--- config.mk ---
export PLATFORM = sky130hd
export DESIGN_NAME = axrm_err_monitor_flat
export DESIGN_NICKNAME = d
export VERILOG_FILES = /design/src/rtl/axrm_pkg.sv /design/src/rtl/axrm_err_monitor_if.sv /design/src/rtl/axrm_err_dist.sv /design/src/rtl/axrm_err_monitor.sv /design/src/flat_wrapper.sv
export SDC_FILE = /design/constraint.sdc
export NUM_CORES = 1
export LEC_CHECK = 0
export ABC_AREA = 1
export BUFFER_PORTS_ARGS = -buffer_cell sky130_fd_sc_hd__clkbuf_2
export CORE_AREA = 2 2 277 279
export CTS_CLUSTER_DIAMETER = 50
export DETAILED_ROUTE_END_ITERATION = 16
export DIE_AREA = 0 0 279 281
export PLACE_DENSITY = 0.67
export SKIP_CTS_REPAIR_TIMING = 1
export SLEW_MARGIN = 20
export SYNTH_ARGS = -nofsm -noshare
export SYNTH_HDL_FRONTEND = slang
export SYNTH_SLANG_ARGS = --single-unit
--- constraint.sdc ---
create_clock -name clk -period 5.5 [get_ports clk]
set_input_delay 0 -clock clk [delete_from_list [all_inputs] [get_ports clk]]
set_output_delay 0 -clock clk [all_outputs]
set_load 0.02 [all_outputs]
--- src/rtl/axrm_pkg.sv ---
// Shared defaults and FSM state encoding for the approximate-multiplier error monitor.
// Latency: n/a (types and constants only).
// Backpressure: n/a.
package axrm_pkg;

  localparam int DEF_WIDTH = 16;
  localparam int DEF_CNT_W = 20;
  localparam int DEF_ACC_W = 2 * DEF_WIDTH + DEF_CNT_W;

  typedef enum logic [1:0] {
    IDLE  = 2'd0,
    RUN   = 2'd1,
    DRAIN = 2'd2,
    DONE  = 2'd3
  } state_e;

endpackage

--- src/rtl/axrm_err_monitor_if.sv ---
// Sample stream from the multiplier harness: operands plus the approximate product.
// Latency: n/a (wires only).
// Backpressure: valid/ready; a sample moves when in_valid and in_ready are both high.
interface axrm_err_monitor_if
  import axrm_pkg::*;
#(
  parameter int WIDTH = DEF_WIDTH
) ();

  logic               in_valid;
  logic               in_ready;
  logic [WIDTH-1:0]   in_a;
  logic [WIDTH-1:0]   in_b;
  logic [2*WIDTH-1:0] in_approx;

  modport master (
    output in_valid,
    output in_a,
    output in_b,
    output in_approx,
    input  in_ready
  );

  modport slave (
    input  in_valid,
    input  in_a,
    input  in_b,
    input  in_approx,
    output in_ready
  );

endinterface

--- src/rtl/axrm_err_dist.sv ---
// Absolute difference between exact and approximate products (error distance).
// Latency: combinational.
// Backpressure: none.
module axrm_err_dist
  import axrm_pkg::*;
#(
  parameter int PW = 2 * DEF_WIDTH
) (
  input  logic [PW-1:0] exact_i,
  input  logic [PW-1:0] approx_i,
  output logic [PW-1:0] ed_o,
  output logic          nz_o
);

  // One extra bit keeps approx > exact representable as a negative difference.
  logic signed [PW:0] diff_w;

  assign diff_w = $signed({1'b0, exact_i}) - $signed({1'b0, approx_i});
  // Magnitude never exceeds 2^PW-1, so dropping the sign bit after negation is lossless.
  assign ed_o   = diff_w[PW] ? PW'(-diff_w) : PW'(diff_w);
  assign nz_o   = |diff_w;

endmodule

--- src/rtl/axrm_err_monitor.sv ---
// Measures error statistics (count, sum, max) of an approximate multiplier over a run.
// Latency: statistics reflect a sample 3 edges after acceptance; done follows pipeline drain.
// Backpressure: in_ready high only in RUN until the latched sample count is reached.
module axrm_err_monitor
  import axrm_pkg::*;
#(
  parameter int WIDTH = DEF_WIDTH,
  parameter int CNT_W = DEF_CNT_W,
  parameter int ACC_W = 2 * WIDTH + CNT_W
) (
  input  logic               clk,
  input  logic               rst_n,
  input  logic               start,
  input  logic [CNT_W-1:0]   num_samples,
  axrm_err_monitor_if.slave  smp,
  output logic               busy,
  output logic               done,
  output logic [CNT_W-1:0]   sample_cnt,
  output logic [CNT_W-1:0]   err_cnt,
  output logic [ACC_W-1:0]   sum_ed,
  output logic [2*WIDTH-1:0] max_ed,
  output logic [WIDTH-1:0]   max_a,
  output logic [WIDTH-1:0]   max_b
);

  localparam int PW = 2 * WIDTH;

  state_e state_q, state_d;

  logic [CNT_W-1:0] num_q;
  logic [CNT_W-1:0] sample_cnt_q;
  logic [CNT_W-1:0] err_cnt_q;
  logic [ACC_W-1:0] sum_ed_q;
  logic [PW-1:0]    max_ed_q;
  logic [WIDTH-1:0] max_a_q, max_b_q;

  // Stage 1: raw sample
  logic             s1_vld_q;
  logic [WIDTH-1:0] s1_a_q, s1_b_q;
  logic [PW-1:0]    s1_apx_q;

  // Stage 2: exact and approximate products, operands kept for max tracking
  logic             s2_vld_q;
  logic [WIDTH-1:0] s2_a_q, s2_b_q;
  logic [PW-1:0]    s2_exact_q;
  logic [PW-1:0]    s2_apx_q;

  logic          start_ok_w;
  logic          accept_w;
  logic          in_ready_w;
  logic          pipe_empty_w;
  logic [PW-1:0] prod_w;
  logic [PW-1:0] ed_w;
  logic          ed_nz_w;

  // A start is only honoured between runs; during RUN/DRAIN it is dropped.
  assign start_ok_w   = start && ((state_q == IDLE) || (state_q == DONE));
  assign accept_w     = smp.in_valid && in_ready_w;
  assign pipe_empty_w = !s1_vld_q && !s2_vld_q;
  assign prod_w       = PW'(s1_a_q) * PW'(s1_b_q);

  axrm_err_dist #(
    .PW (PW)
  ) u_err_dist (
    .exact_i  (s2_exact_q),
    .approx_i (s2_apx_q),
    .ed_o     (ed_w),
    .nz_o     (ed_nz_w)
  );

  // Next-state selection and per-state status outputs.
  always_comb begin
    state_d    = state_q;
    in_ready_w = 1'b0;
    busy       = 1'b0;
    done       = 1'b0;
    case (state_q)
      IDLE: begin
        if (start) state_d = RUN;
      end
      RUN: begin
        busy       = 1'b1;
        in_ready_w = (sample_cnt_q < num_q);
        if (sample_cnt_q == num_q) state_d = DRAIN;
      end
      DRAIN: begin
        busy = 1'b1;
        if (pipe_empty_w) state_d = DONE;
      end
      DONE: begin
        done = 1'b1;
        if (start) state_d = RUN;
      end
      default: state_d = IDLE;
    endcase
  end

  // FSM state register.
  always_ff @(posedge clk or negedge rst_n) begin
    if (!rst_n) state_q <= IDLE;
    else        state_q <= state_d;
  end

  // Run length latch and accepted-sample counter.
  always_ff @(posedge clk or negedge rst_n) begin
    if (!rst_n) begin
      num_q        <= '0;
      sample_cnt_q <= '0;
    end else if (start_ok_w) begin
      num_q        <= num_samples;
      sample_cnt_q <= '0;
    end else if (accept_w) begin
      sample_cnt_q <= sample_cnt_q + CNT_W'(1);
    end
  end

  // Two-stage datapath pipeline: capture sample, then form the exact product.
  always_ff @(posedge clk or negedge rst_n) begin
    if (!rst_n) begin
      s1_vld_q   <= 1'b0;
      s1_a_q     <= '0;
      s1_b_q     <= '0;
      s1_apx_q   <= '0;
      s2_vld_q   <= 1'b0;
      s2_a_q     <= '0;
      s2_b_q     <= '0;
      s2_exact_q <= '0;
      s2_apx_q   <= '0;
    end else begin
      s1_vld_q <= accept_w;
      s2_vld_q <= s1_vld_q;
      if (accept_w) begin
        s1_a_q   <= smp.in_a;
        s1_b_q   <= smp.in_b;
        s1_apx_q <= smp.in_approx;
      end
      if (s1_vld_q) begin
        s2_a_q     <= s1_a_q;
        s2_b_q     <= s1_b_q;
        s2_exact_q <= prod_w;
        s2_apx_q   <= s1_apx_q;
      end
    end
  end

  // Statistics accumulate from stage 2; strict compare keeps the first maximum on ties.
  always_ff @(posedge clk or negedge rst_n) begin
    if (!rst_n) begin
      err_cnt_q <= '0;
      sum_ed_q  <= '0;
      max_ed_q  <= '0;
      max_a_q   <= '0;
      max_b_q   <= '0;
    end else if (start_ok_w) begin
      err_cnt_q <= '0;
      sum_ed_q  <= '0;
      max_ed_q  <= '0;
      max_a_q   <= '0;
      max_b_q   <= '0;
    end else if (s2_vld_q) begin
      if (ed_nz_w) err_cnt_q <= err_cnt_q + CNT_W'(1);
      sum_ed_q <= sum_ed_q + ACC_W'(ed_w);
      if (ed_w > max_ed_q) begin
        max_ed_q <= ed_w;
        max_a_q  <= s2_a_q;
        max_b_q  <= s2_b_q;
      end
    end
  end

  assign smp.in_ready = in_ready_w;
  assign sample_cnt   = sample_cnt_q;
  assign err_cnt      = err_cnt_q;
  assign sum_ed       = sum_ed_q;
  assign max_ed       = max_ed_q;
  assign max_a        = max_a_q;
  assign max_b        = max_b_q;

endmodule

--- src/flat_wrapper.sv ---
// flat-port wrapper written by rule: the top's interface ports become plain ports
module axrm_err_monitor_flat import axrm_pkg::*;
#(
  parameter int WIDTH = DEF_WIDTH,
  parameter int CNT_W = DEF_CNT_W,
  parameter int ACC_W = 2 * WIDTH + CNT_W
)
  (clk, rst_n, start, num_samples, busy, done, sample_cnt, err_cnt, sum_ed, max_ed, max_a, max_b, smp_in_valid, smp_in_a, smp_in_b, smp_in_approx, smp_in_ready);
  axrm_err_monitor_if #(.WIDTH(WIDTH)) smp_i ();
  input  logic clk;
  input  logic rst_n;
  input  logic start;
  input  logic [CNT_W-1:0] num_samples;
  output logic busy;
  output logic done;
  output logic [CNT_W-1:0] sample_cnt;
  output logic [CNT_W-1:0] err_cnt;
  output logic [ACC_W-1:0] sum_ed;
  output logic [2*WIDTH-1:0] max_ed;
  output logic [WIDTH-1:0] max_a;
  output logic [WIDTH-1:0] max_b;
  input wire logic [$bits(smp_i.in_valid)-1:0] smp_in_valid;
  input wire logic [$bits(smp_i.in_a)-1:0] smp_in_a;
  input wire logic [$bits(smp_i.in_b)-1:0] smp_in_b;
  input wire logic [$bits(smp_i.in_approx)-1:0] smp_in_approx;
  output wire logic [$bits(smp_i.in_ready)-1:0] smp_in_ready;
  assign smp_i.in_valid = smp_in_valid;
  assign smp_i.in_a = smp_in_a;
  assign smp_i.in_b = smp_in_b;
  assign smp_i.in_approx = smp_in_approx;
  assign smp_in_ready = smp_i.in_ready;
  axrm_err_monitor #(.WIDTH(WIDTH), .CNT_W(CNT_W), .ACC_W(ACC_W)) u_core (.clk(clk), .rst_n(rst_n), .start(start), .num_samples(num_samples), .smp(smp_i), .busy(busy), .done(done), .sample_cnt(sample_cnt), .err_cnt(err_cnt), .sum_ed(sum_ed), .max_ed(max_ed), .max_a(max_a), .max_b(max_b));
endmodule
==> flow_summary.yaml <==
logic_synthesis:
  synthCells: 4136
  synth_top_area_frac: 0.285
  yosys_most_used_dff: "dfrtp_1"
  synth_edf_count: 0
  synth_largest_area_cell: "dfrtp_1"
  mappedNetlistArea_um2: 29800
  ys_top_cells_by_area: "dfrtp_1, nand2_1, fa_1, inv_1, ha_1"
  avgSynthCellArea_um2: 7.22
  yosys_register_bits: 340
  yosysSeqAreaShare: 0.285
  synth_fp_nets: 4650
  synthArstFlopShare: 1.00
  synth_warnings: 0
  synth_cell_types: 51
global_routing:
  gr-total-overflow: 0
  antenna_found_initial: 2
  grt_usage: 0.228
  grt_start_max_net_pins: 136
  grt_pass1_wl_um: 143000
  grt_pass1_vias: 26800
worst_setup_path:
  r2r_slack_ps: -20
  critical_path_class: "reg2reg"
  cp-endpoint: "u_core.s2_exact_q[26]"
  worstPathRequired_ps: 5970
  r2r-end: "u_core.s2_exact_q[26]"
  reg2reg_from: "u_core.s1_a_q[9]"
  critPathLaunch: "u_core.s1_a_q[9]"
  reg2reg_depth: 24
  startpoint_type: "flip-flop"
  cp-end-kind: "flip-flop"
  cp_max_fo: 6
  arrival_ps: 5990
detailed_routing:
  final_antenna_net_count: 0
  drt_first_pass_iters: 5
  drt_iter0_drc: 1742
  wl_um: 91400
  via_per_inst: 4.94
  drcViolationCount: 0
  wl_per_cell_um: 16.3
  vias: 27800
floorplan:
  fp.dieArea_um2: 78400
  start_util: 0.396
  coreArea_um2: 75400
  pin_count: 247
  die_x_um: 279
  die_h_um: 281
  rows: 101
timing:
  worstMarginPinSlew_ps: 980
  slew_violations: 0
  hold_viol: 13
  setup_viol_count_final: 2
  min_period_ps: 5520
  hold_slack_ps: -39.6
  final.period_utilization: 1.00
  max_freq_ghz: 0.181
  fin_skew_ps: 26.4
  relSlewSlack: 0.340
  fin_ws_ps: -16.3
  rsz0062_at_grt: "yes"
flow_run:
  cap_viol_max_count: 0
layout:
  fillCellCount: 7341
  drive_gt1_frac: 0.173
  area_growth_pct: 23.8
  final_nets: 5118
  antenna_cells: 0
  fin_util: 0.490
placement:
  dp_hpwl_um: 70800
  gp_congestion: 0.932
  numPortBuffers: 246
clock_network:
  clk_path_buf_depth: 3
  clock_latency_ps: 590
  tritoncts: "built"
  cts-buffers-inserted: 47
  root_buffer: "clkbuf_16"
  clkTransAtPathRegs_ps: 60
  clock_sinks: 340
  cts_max_level: 2
run_status:
  outcome: "finished with violations"
  violations: "negative hold slack, negative setup slack"
hold_path:
  hp-class: "in2async"
worst max-delay path, cell delays in order, from the launching register on:
cell	delay (ps)
dfrtp_2	470
buf_4	150
nand2_2	50
fa_1	500
inv_1	50
fa_1	490
inv_2	40
fa_1	480
inv_2	40
fa_1	580
inv_2	50
fa_2	520
inv_2	40
fa_2	360
ha_4	270
a21oi_4	170
buf_6	110
o21a_1	130
nor3_1	50
nor2_1	130
nand3_2	140
a21o_1	220
or2_4	230
nand3_2	50
nand2_1	50
logic make-up after synthesis:
group / after synthesis / share of synthesized area
and+or+nand+nor: 1875 / 0.258
buffers and inverters: 928 / 0.118
AOI/OAI and AO/OA: 503 / 0.0916
adders and majority gates: 426 / 0.228
DFF: 340 / 0.285
xor gates and xnor gates: 64 / 0.0188
per-stage QoR:
| step | cell area (um^2) | std cells | setup TNS (ps) | worst slack (ps) |
|---|---|---|---|---|
| 2_1_floorplan | 30100 | 4136 | 0 | 7.44 |
| 3_3_place_gp | 33300 | 5409 | -2500 | -262 |
| 3_5_place_dp | 33300 | 5409 | -3140 | -320 |
| 4_1_cts | 35100 | 5496 | -4020 | -380 |
| 5_1_grt | 37000 | 5620 | -1410 | -195 |
| 6_report | 37000 | 5620 | -19.1 | -16.3 |
worst min-delay path by stage:
stage | from | cells after the start | slack, ps | end
final | rst_n | 2 | -40 | u_core.sum_ed[9]
after global routing | rst_n | 2 | 20 | u_core.sum_ed[9]
after CTS | rst_n | 1 | -610 | u_core.sum_ed[10]
after detailed placement | rst_n | 1 | 6 | u_core.sum_ed[9]
after global placement | rst_n | 1 | 4 | u_core.sum_ed[9]
after floorplan | rst_n | 0 | -300 | u_core.err_cnt[0]
cells in the mapped netlist, types with 42 or more instances:
| library cell | instances |
|---|---|
| nand3_1 | 152 |
| o21ai_0 | 259 |
| clkbuf_1 | 119 |
| ha_1 | 230 |
| nand4_1 | 47 |
| inv_1 | 776 |
| nor3_1 | 42 |
| nor2_1 | 219 |
| dfrtp_1 | 340 |
| a21oi_1 | 148 |
| nand2_1 | 1309 |
| xor2_1 | 47 |
| fa_1 | 196 |
sequential cells by signal, indices dropped and copies added, names as in the netlist, 2 cells and up:
signal             cells
u_core.max_a          16
u_core.s2_apx_q       32
u_core.s1_a_q         16
u_core.sample_cnt     20
u_core.err_cnt        20
u_core.s2_exact_q     32
u_core.num_q          20
u_core.s2_b_q         16
u_core.sum_ed         52
u_core.state_q         2
u_core.s2_a_q         16
u_core.max_ed         32
u_core.s1_apx_q       32
u_core.s1_b_q         16
u_core.max_b          16
layer usage:
metal / vias to the layer above / GRT usage / wire length, um
met5: - / 0 / 0
met4: 0 / 0.0543 / 2020
met3: 123 / 0.0254 / 4110
met2: 681 / 0.400 / 45200
met1: 13300 / 0.302 / 40100
li1: 13700 / - / -
cell usage in the layout, fill, tap and decap left out, types with 10 or more instances in the layout:
cell type and count:
inv_1 748, nand3_1 147, nand2_1 1285, buf_4 196, o31ai_1 16, inv_2 36, a21oi_1 127, a31oi_1 18
nand3b_1 15, nor2_2 27, clkbuf_2 245, o21ai_0 240, xor2_1 42, nor3_1 37, o22ai_1 10, xnor2_1 16
buf_6 22, ha_1 210, or2_2 10, nand4_1 47, fa_2 15, dlygate4sd3_1 86, nand2_2 49, a21oi_2 16
dfrtp_1 317, buf_12 10, nor2_1 204, nor4_1 13, fa_1 181, o21ai_1 15, ha_4 16, dfrtp_2 22
clkbuf_16 47
area by class of cell:
type | count | area, um^2 | share of cell area
Clock buffer | 57 | 1260 | 0.0342
Inverter | 787 | 2960 | 0.0800
Tap cell | 978 | 1220 | 0.0331
Clock inverter | 30 | 460 | 0.0125
Sequential cell | 340 | 8540 | 0.231
Multi-Input combinational cell | 2868 | 18500 | 0.500
Timing Repair Buffer | 560 | 4020 | 0.109
Power is not shown: default switching activity piles up to over one toggle a cycle in this logic, so the estimate is an artifact.
